### src/rtl/pipelined_mux_tree.sv
// rtl/pipelined_mux_tree.sv - pipelined N:1 word mux tree with valid/ready backpressure; optional sel_err via PMT_SEL_ERR_EN
module pipelined_mux_tree #(
    parameter int DATA_W = 8,
    parameter int NUM_IN = 64,
    localparam int SEL_W = $clog2(NUM_IN)
) (
    input  logic                     clk,
    input  logic                     rst,
    input  logic                     in_valid,
    output logic                     in_ready,
    input  logic [NUM_IN*DATA_W-1:0] in_data,
    input  logic [SEL_W-1:0]         in_sel,
    output logic                     out_valid,
    input  logic                     out_ready,
    output logic [DATA_W-1:0]        out_data,
`ifdef PMT_SEL_ERR_EN
    output logic                     sel_err,
`endif
    output logic [SEL_W-1:0]         out_sel
);

    localparam int LEAVES = 1 << SEL_W;

`ifdef PMT_SEL_ERR_EN
    localparam logic [SEL_W:0] NUM_IN_EXT = (SEL_W+1)'(NUM_IN);
`endif

    logic                     advance;
    logic [LEAVES*DATA_W-1:0] leaves;

    // The whole pipe moves together; it only freezes when a finished result is refused
    assign advance  = out_ready | ~out_valid;
    assign in_ready = advance;

    // Pad the input vector to a full binary tree; unused leaves are constant zero
    always_comb begin
        leaves = '0;
        leaves[NUM_IN*DATA_W-1:0] = in_data;
    end

    for (genvar k = 0; k < SEL_W; k++) begin : g_lvl
        localparam int NODES = 1 << (SEL_W - k - 1);

        logic [2*NODES*DATA_W-1:0] prev_data;
        logic [SEL_W-1:0]          prev_sel;
        logic                      prev_valid;
        logic [NODES*DATA_W-1:0]   node;
        logic [NODES*DATA_W-1:0]   data_q;
        logic [SEL_W-1:0]          sel_q;
        logic                      valid_q;
`ifdef PMT_SEL_ERR_EN
        logic                      prev_err;
        logic                      err_q;
`endif

        if (k == 0) begin : g_src
            assign prev_data  = leaves;
            assign prev_sel   = in_sel;
            assign prev_valid = in_valid;
`ifdef PMT_SEL_ERR_EN
            assign prev_err   = ({1'b0, in_sel} >= NUM_IN_EXT);
`endif
        end else begin : g_src
            assign prev_data  = g_lvl[k-1].data_q;
            assign prev_sel   = g_lvl[k-1].sel_q;
            assign prev_valid = g_lvl[k-1].valid_q;
`ifdef PMT_SEL_ERR_EN
            assign prev_err   = g_lvl[k-1].err_q;
`endif
        end

        // Level k halves the candidate set using select bit k of the item entering it
        always_comb begin
            node = '0;
            for (int j = 0; j < NODES; j++) begin
                node[j*DATA_W +: DATA_W] = prev_sel[k] ? prev_data[(2*j+1)*DATA_W +: DATA_W]
                                                       : prev_data[2*j*DATA_W +: DATA_W];
            end
        end

        // Stage register: node outputs plus the item's select tag and valid travel together
        always_ff @(posedge clk) begin
            if (rst) begin
                data_q  <= '0;
                sel_q   <= '0;
                valid_q <= 1'b0;
`ifdef PMT_SEL_ERR_EN
                err_q   <= 1'b0;
`endif
            end else if (advance) begin
                data_q  <= node;
                sel_q   <= prev_sel;
                valid_q <= prev_valid;
`ifdef PMT_SEL_ERR_EN
                err_q   <= prev_err;
`endif
            end
        end
    end

    assign out_valid = g_lvl[SEL_W-1].valid_q;
    assign out_sel   = g_lvl[SEL_W-1].sel_q;

`ifdef PMT_SEL_ERR_EN
    // Out-of-range selects already land on zero padding; the mask keeps that explicit
    assign out_data = g_lvl[SEL_W-1].err_q ? '0 : g_lvl[SEL_W-1].data_q;
    assign sel_err  = g_lvl[SEL_W-1].err_q & out_valid;
`else
    assign out_data = g_lvl[SEL_W-1].data_q;
`endif

endmodule

### config.mk
export PLATFORM = sky130hd
export DESIGN_NAME = pipelined_mux_tree
export DESIGN_NICKNAME = d
export VERILOG_FILES = /design/src/rtl/pipelined_mux_tree.sv
export SDC_FILE = /design/constraint.sdc
export NUM_CORES = 1
export LEC_CHECK = 0
export ABC_AREA = 1
export BUFFER_PORTS_ARGS = -buffer_cell sky130_fd_sc_hd__buf_2
export CAP_MARGIN = 20
export CORE_MARGIN = 5
export CORE_UTILIZATION = 35
export CTS_CLUSTER_SIZE = 10
export DETAILED_ROUTE_END_ITERATION = 6
export MAX_ROUTING_LAYER = met4
export SLEW_MARGIN = 15
export SYNTH_ARGS = -nofsm -noshare
export SYNTH_HDL_FRONTEND = slang
export SYNTH_SLANG_ARGS = --single-unit
### constraint.sdc
create_clock -name clk -period 3.1 [get_ports clk]
set_input_delay 0.62 -clock clk [delete_from_list [all_inputs] [get_ports clk]]
set_output_delay 0.62 -clock clk [all_outputs]
set_load 0.1 [all_outputs]
==> results by group, run 1 <==
Outcome
  • Status: finished, final reports clean

STA
  • Clock Skew: 28.37 ps
  • RSZ-0062 raised after global routing: no
  • Max-slew violations: 0
  • Crit path time final: 2400 ps
  • Final Hold Vio Count: 0
  • Worst slew pin tran: 1109 ps
  • Achievable Freq: 416.7 MHz
  • Fin crit share: 77.42%
  • Setup TNS: 0 ps
  • Final setup fails: 0
  • Slew Limit Headroom: 26.09%

Power
  • Final Power: 16.97 mW
  • Peak supply drop: 0.0003078 V
  • Pwr dens: 497.7 nW/µm²
  • Leak Pwr: 17.43 nW

Die
  • Die area: 88990 µm²
  • Initial Util: 35.38%
  • Die X-Extent: 298.3 µm
  • Core Area: 82240 µm²
  • # rows: 105
  • Die Ht: 298.3 µm
  • Io pins: 538

CTS
  • Hold Buf Count CTS: 0
  • CTS max path bufs: 3
  • Root Driver: clkbuf_16
  • Clock transition at path regs: 60 ps
  • Post-cts resize count: 0
  • TritonCTS clock tree: done
  • CTS buffer count: 66
  • Clock latency on the worst-skew pair: 610 ps
  • H-tree depth: 3
  • Clk sinks: 546
  • Setup Fix Bufs, Post-CTS: 0

Route
  • WL/cell: 13.26 µm
  • Routed WL: 86.77 mm
  • Remaining DRCs: 0
  • Via density: 4.417
  • DR vias: 28911
  • Post-DRT Antenna Nets: 0
  • First DRT Iteration DRCs: 2161
  • Drt pass-1 iters: 7

Critical path
  • Crit path max-delay cell type: buf_2
  • WP data required: 2480 ps
  • Reg2reg end: g_lvl[0].data_q[55]
  • CP bufs+invs: 3
  • Largest fanout on the critical path: 8
  • CP endpoint: in_ready
  • CP startpoint kind: register
  • CP delay by family, top: buffers and inverters
  • Worst-path cell chain: inv_2 -> nor2_4 -> inv_1 -> buf_2
  • Crit path from: out_valid
  • Worst path depth: 4
  • Worst r2r src: out_valid
  • Reg2reg path depth: 6
  • Endpoint type of the worst setup path: primary output
  • Worst Path Class, Setup: register to primary output
  • Critical path arrival: 1780 ps
  • Slowest stage delay, CP: 480 ps
  • Flop2flop setup slack: 1100 ps

Cells and area
  • N_diodes: 0
  • Nets: 5971
  • Fill count: 9077
  • Area growth from synthesis to layout: 17.18%
  • Fraction of layout cells with a size suffix above 1: 12.37%

GRT
  • Total Routing Usage GR: 19.00%
  • Largest net degree at the start of global routing: 188
  • Vias in the first global route: 26801
  • Gr ovfl total: 0
  • First-pass GRT wire length: 138.3 mm
  • Initial antenna violation count: 0

Synthesis
  • Top-area cell type share of the netlist area: 37.57%
  • Seq/Total Area, Yosys: 37.57%
  • Syn Std Cell Area: 29100 µm²
  • Synth warn: 0
  • Number of synthesized register bits: 546
  • Synth top area cells: dfxtp_1, nand2_1, nor2_1
  • Cells after synthesis: 5136
  • Largest area contributor in the netlist: dfxtp_1
  • Mapped Avg Cell Area: 5.665 µm²
  • Netlist cell types: 13
  • Total nets after synthesis: 5658

Placed design
  • Port Buffers: 537
  • Post-DP HPWL: 55.30 mm
  • Placer Congestion: 0.8461

Hold path
  • Min-Delay Path Class: input pin to register

Run
  • Max cap viols: 0
## how the worst min path moves through the flow
stage                           from          endpoint  slack, ps  cells after the start
global placement    g_lvl[4].valid_q         out_valid        450                      2
detailed placement  g_lvl[4].valid_q         out_valid        450                      2
floorplan           g_lvl[4].valid_q         out_valid        430                      2
CTS                         in_valid  g_lvl[0].valid_q        210                      3
global route                in_valid  g_lvl[0].valid_q        250                      3
finish                      in_valid  g_lvl[0].valid_q        260                      3
## flip-flops by register name (all words and copies together) (netlist names)
name / flops
g_lvl.data_q: 496
g_lvl.sel_q: 30
out_data: 8
out_sel: 6
g_lvl.valid_q: 5
out_valid: 1
## tightest hold or removal path, cell delays in order
cell,delay [ps]
buf_2,80
nor2_1,30
nor2_1,80
## layout by cell type, fill, tap and decap left out, types with 2 or more instances in the layout
cell type | synthesis | final
inv_8 | 0 | 3
buf_2 | 150 | 536
dfxtp_4 | 0 | 3
inv_16 | 0 | 2
inv_2 | 2 | 2
clkbuf_16 | 0 | 68
nand2_1 | 2098 | 2098
clkinv_1 | 3 | 2
clkbuf_8 | 0 | 4
buf_12 | 0 | 19
dfxtp_1 | 546 | 542
nand3_1 | 504 | 504
clkbuf_1 | 123 | 19
nor2_1 | 1091 | 1090
buf_4 | 23 | 35
inv_1 | 545 | 542
## report_power, final
| part | leakage (nW) | switching, mW | internal, mW | total (mW) |
|---|---|---|---|---|
| Clock | 0.913 | 3.00 | 4.06 | 7.07 |
| Sequential | 4.50 | 0.220 | 7.44 | 7.66 |
| Combinational | 12.0 | 1.40 | 0.841 | 2.24 |
## cells by family (layout without fill, tap and decap cells)
kind of cell,after synthesis,in the layout,share of synthesized area (%)
AND/OR/NAND/NOR,3693,3693,49.81
buffers and inverters,896,1235,12.60
flip-flops,546,546,37.57
AO/OA/AOI/OAI,1,1,0.01718
## through the flow
stage | instance area, µm² | std cells | util [%] | setup WS (ps) | hold slack, ps
after floorplan | 29100 | 5136 | - | 392.4 | 429.8
after global placement | 32220 | 6451 | 39.17 | 923.4 | 446.4
after detailed placement | 32220 | 6451 | 39.17 | 909.0 | 449.3
after CTS | 34100 | 6545 | 41.46 | 637.6 | 209.3
after global routing | 34100 | 6545 | 41.46 | 641.1 | 251.0
final | 34100 | 6545 | 41.46 | 700.0 | 260.2
## final cells by class
type,instances,area (µm²),share of cell area (%)
tap,1070,1339,3.927
sequential,546,10940,32.10
clock inverter,4,65.06,0.1908
multi-input combinational,3694,14510,42.54
timing repair buffer,591,3339,9.794
clock buffer,90,1814,5.321
inverter,550,2090,6.128
## Yosys cell counts (all sizes together)
cell    number
a21oi        1
buf        223
clkbuf     123
clkinv       3
dfxtp      546
inv        547
nand2     2098
nand3      504
nor2      1091
## per-layer routing
metal	vias to the layer above	global-route usage, %	part of all wire, %
li1	15727	-	-
met1	12534	25.06	47
met2	532	31.22	47
met3	118	2.468	3.8
met4	0	4.432	2.1
met5	-	-	0
No activity file was read; power rests on OpenSTA's default activity.
==> run 2, diff against run 1 <==
ABC_AREA = 0   (was 1)
clock period = 2.48 ns   (was 3.1 ns; I/O delays follow)
==> run 2 against run 1 <==
Compared with the run above:
- wire length is 28% lower
- core utilization rose by 0.99 points
- combinational power decreased by 2%
- critical path depth fell by 1
- power grew 22%
- clock skew down 11 ps
- die area fell by 9.4%
- count of clock-buffer cells in the layout decreased by 1
- clock power grew 27%
- synthesized cell count fell by 53%
- flip-flop and latch count did not move
- via count is 36% lower
- critical endpoint unchanged
- largest cell class unchanged
- largest power group unchanged
==> results by group, run 2 <==
STA
  • Final Hold Vio Count: 0 (unchanged)
  • Crit path time final: 2350 ps
  • Fin crit share: 94.77%
  • Max-slew violations: 0 (unchanged)
  • Worst slew pin tran: 839.4 ps (-269.2 ps)
  • RSZ-0062 raised after global routing: no
  • Clock Skew: 17.24 ps (-11.13 ps)
  • Slew Limit Headroom: 44.04% (+18 points)
  • Setup TNS: 0 ps (unchanged)
  • Achievable Freq: 425.5 MHz
  • Final setup fails: 0 (unchanged)

Route
  • Via density: 4.774 (+8.1%)
  • Routed WL: 62.53 mm (-28%)
  • Drt pass-1 iters: 6 (-1)
  • DR vias: 18488 (-36%)
  • Post-DRT Antenna Nets: 0 (unchanged)
  • WL/cell: 16.15 µm (+22%)
  • Remaining DRCs: 0 (unchanged)
  • First DRT Iteration DRCs: 871 (-60%)

Cells and area
  • FF/Latch Area: 10940 µm² (about the same)
  • Top reg by flops: g_lvl.data_q
  • Multi-input logic area: 13750 µm² (-5.2%)
  • N_diodes: 0 (unchanged)
  • Nets: 3399 (-43%)
  • Commonest non-fill, non-tap cell in the layout: dfxtp_1
  • Most frequent cells in the layout: dfxtp_1, buf_2, nor2_1, mux2i_1, a211oi_2
  • Fill count: 7222 (-20%)
  • Max reg flops: 496 (unchanged)
  • Fraction of layout cells with a size suffix above 1: 41.63% (+29 points)
  • Finished Core Util: 42.45% (+0.99 points)
  • Area growth from synthesis to layout: 20.38%

Synthesis
  • Top-count cell post-synth: dfxtp_1
  • Number of synthesized register bits: 546 (unchanged)
  • EDFF count, synth: 0 (unchanged)
  • Commonest cells in the netlist: dfxtp_1, nor2_1, mux2i_1
  • Top-area cell type share of the netlist area: 41.64% (+4.1 points)
  • Synth top area cells: dfxtp_1, a211oi_2, mux2i_1
  • Synth warn: 0 (unchanged)
  • Largest area contributor in the netlist: dfxtp_1
  • Netlist cell types: 14 (+1)
  • Syn Std Cell Area: 26250 µm² (-9.8%)
  • Cells after synthesis: 2426 (-53%)
  • Seq/Total Area, Yosys: 41.64% (+4.1 points)
  • Async S/R FF share, synth: 0% (unchanged)
  • Mapped Avg Cell Area: 10.82 µm² (+91%)
  • Synth Flop Type: dfxtp_1
  • Total nets after synthesis: 2948 (-48%)

Die
  • Initial Util: 35.26% (-0.11 points)
  • Io pins: 538 (unchanged)
  • Die X-Extent: 283.9 µm (-4.8%)
  • Die Ht: 283.9 µm (-4.8%)
  • Core Area: 74450 µm² (-9.5%)
  • # rows: 100 (-4.8%)
  • Die area: 80590 µm² (-9.4%)

Critical path
  • Worst Path Class, Setup: register to primary output
  • CP delay by family, top: buffers and inverters
  • Largest fanout on the critical path: 92 (+84)
  • CP bufs+invs: 2 (-1)
  • Crit path max-delay cell type: buf_2
  • Endpoint type of the worst setup path: primary output
  • CP startpoint kind: register
  • Critical path arrival: 1850 ps (+70 ps)
  • WP data required: 1980 ps (-500 ps)
  • Slowest stage delay, CP: 510 ps (+30 ps)
  • Worst-path cell chain: nor2b_4 -> inv_16 -> buf_2

CTS
  • Root Driver: clkbuf_16
  • Hold Buf Count CTS: 0 (unchanged)
  • CTS buffer count: 67 (+1.5%)
  • Clock transition at path regs: 60 ps (about the same)
  • TritonCTS clock tree: done
  • H-tree depth: 3 (unchanged)
  • Clk sinks: 546 (unchanged)
  • Setup Fix Bufs, Post-CTS: 0 (unchanged)
  • Clock latency on the worst-skew pair: 590 ps (-20 ps)
  • Post-cts resize count: 0 (unchanged)
  • CTS max path bufs: 3 (unchanged)

Power
  • Internal power: 15.74 mW (+28%)
  • Sw frac: 24.07% (-3.2 points)
  • Peak supply drop: 0.0003860 V (+25%)
  • Leak Pwr: 13.48 nW (-23%)
  • Final Power: 20.73 mW (+22%)
  • Clock power share: 43.3% (+1.6 points)
  • Logic gate share of total power: 10.6% (-2.6 points)
  • Sw Pwr: 4.989 mW (+7.8%)
  • Pwr dens: 655.9 nW/µm² (+32%)
  • Flop pwr share: 46.1% (+1.0 points)

GRT
  • Initial antenna violation count: 0 (unchanged)
  • Gr ovfl total: 0 (unchanged)
  • Total Routing Usage GR: 15.18% (-3.8 points)
  • Vias in the first global route: 18601 (-31%)
  • Largest net degree at the start of global routing: 161 (-14%)
  • First-pass GRT wire length: 99.04 mm (-28%)

Hold path
  • Min-Delay Path Class: input pin to register

Outcome
  • Status: finished, final reports clean

Run
  • Max cap viols: 0 (unchanged)

Placed design
  • Placer Congestion: 0.7210 (-15%)
  • Port Buffers: 537 (unchanged)
  • Post-DP HPWL: 43.34 mm (-22%)
## run 2: power groups by stage
stage / combinational [mW] / clock [mW] / sequential, mW
floorplan: 1.45 / 0 / 9.66
global placement: 2.22 / 0 / 9.74
detailed placement: 2.24 / 0 / 9.74
CTS: 2.25 / 9.33 / 9.56
global route: 2.41 / 9.63 / 9.62
finish: 2.20 / 8.97 / 9.55
## run 2: cell type report
cell class              instances  share of cell area (%)
well taps                     969                   3.836
flip-flops and latches        546                   34.61
repair buffers                623                   11.76
multi-input cells            1638                   43.51
clock inverters                 7                  0.3207
inverters                       1                 0.06335
clock buffers                  89                   5.891
## run 2: per-stage QoR
step | hold WS [ps] | std cells | worst slack [ps] | area (µm²)
final | 150.6 | 3873 | 129.8 | 31600
after global routing | 143.6 | 3873 | 23.35 | 31600
after CTS | 98.95 | 3873 | 21.82 | 31600
after detailed placement | 440.6 | 3777 | 311.9 | 29640
after global placement | 437.2 | 3777 | 362.9 | 29640
after floorplan | 432.1 | 2426 | 178.0 | 26250
## run 2: logic make-up after synthesis
group	share of synthesized area, %
buf+inv	6.010
compound gates	24.71
mux	19.22
simple gates	8.431
flops	41.64
## run 2: worst min-delay path, cell delays in order
cell and delay, ps:
buf_2 90, nand2_1 50, a21oi_1 50
## run 2: per-layer routing
layer  GRT usage, %  wire (µm)  up-vias  part of all wire (%)
met3          2.586       2303       89                   3.7
met5              -          0        -                     0
met4          3.886       1187        0                   1.9
li1               -          -     9612                     -
met2          24.92      30060      315                    48
met1          19.53      28990     8472                    46
## run 2: final timing paths
| kind | slack, ps | cells past startpoint | start | endpoint |
|---|---|---|---|---|
| max | 130 | 3 | out_valid | in_ready |
| min | 150 | 3 | in_sel[1] | g_lvl[0].sel_q[1] |
| max reg2reg | 440 | 5 | out_valid | g_lvl[0].data_q[43] |
| min reg2reg | 450 | 2 | out_sel[5] | out_sel[5] |
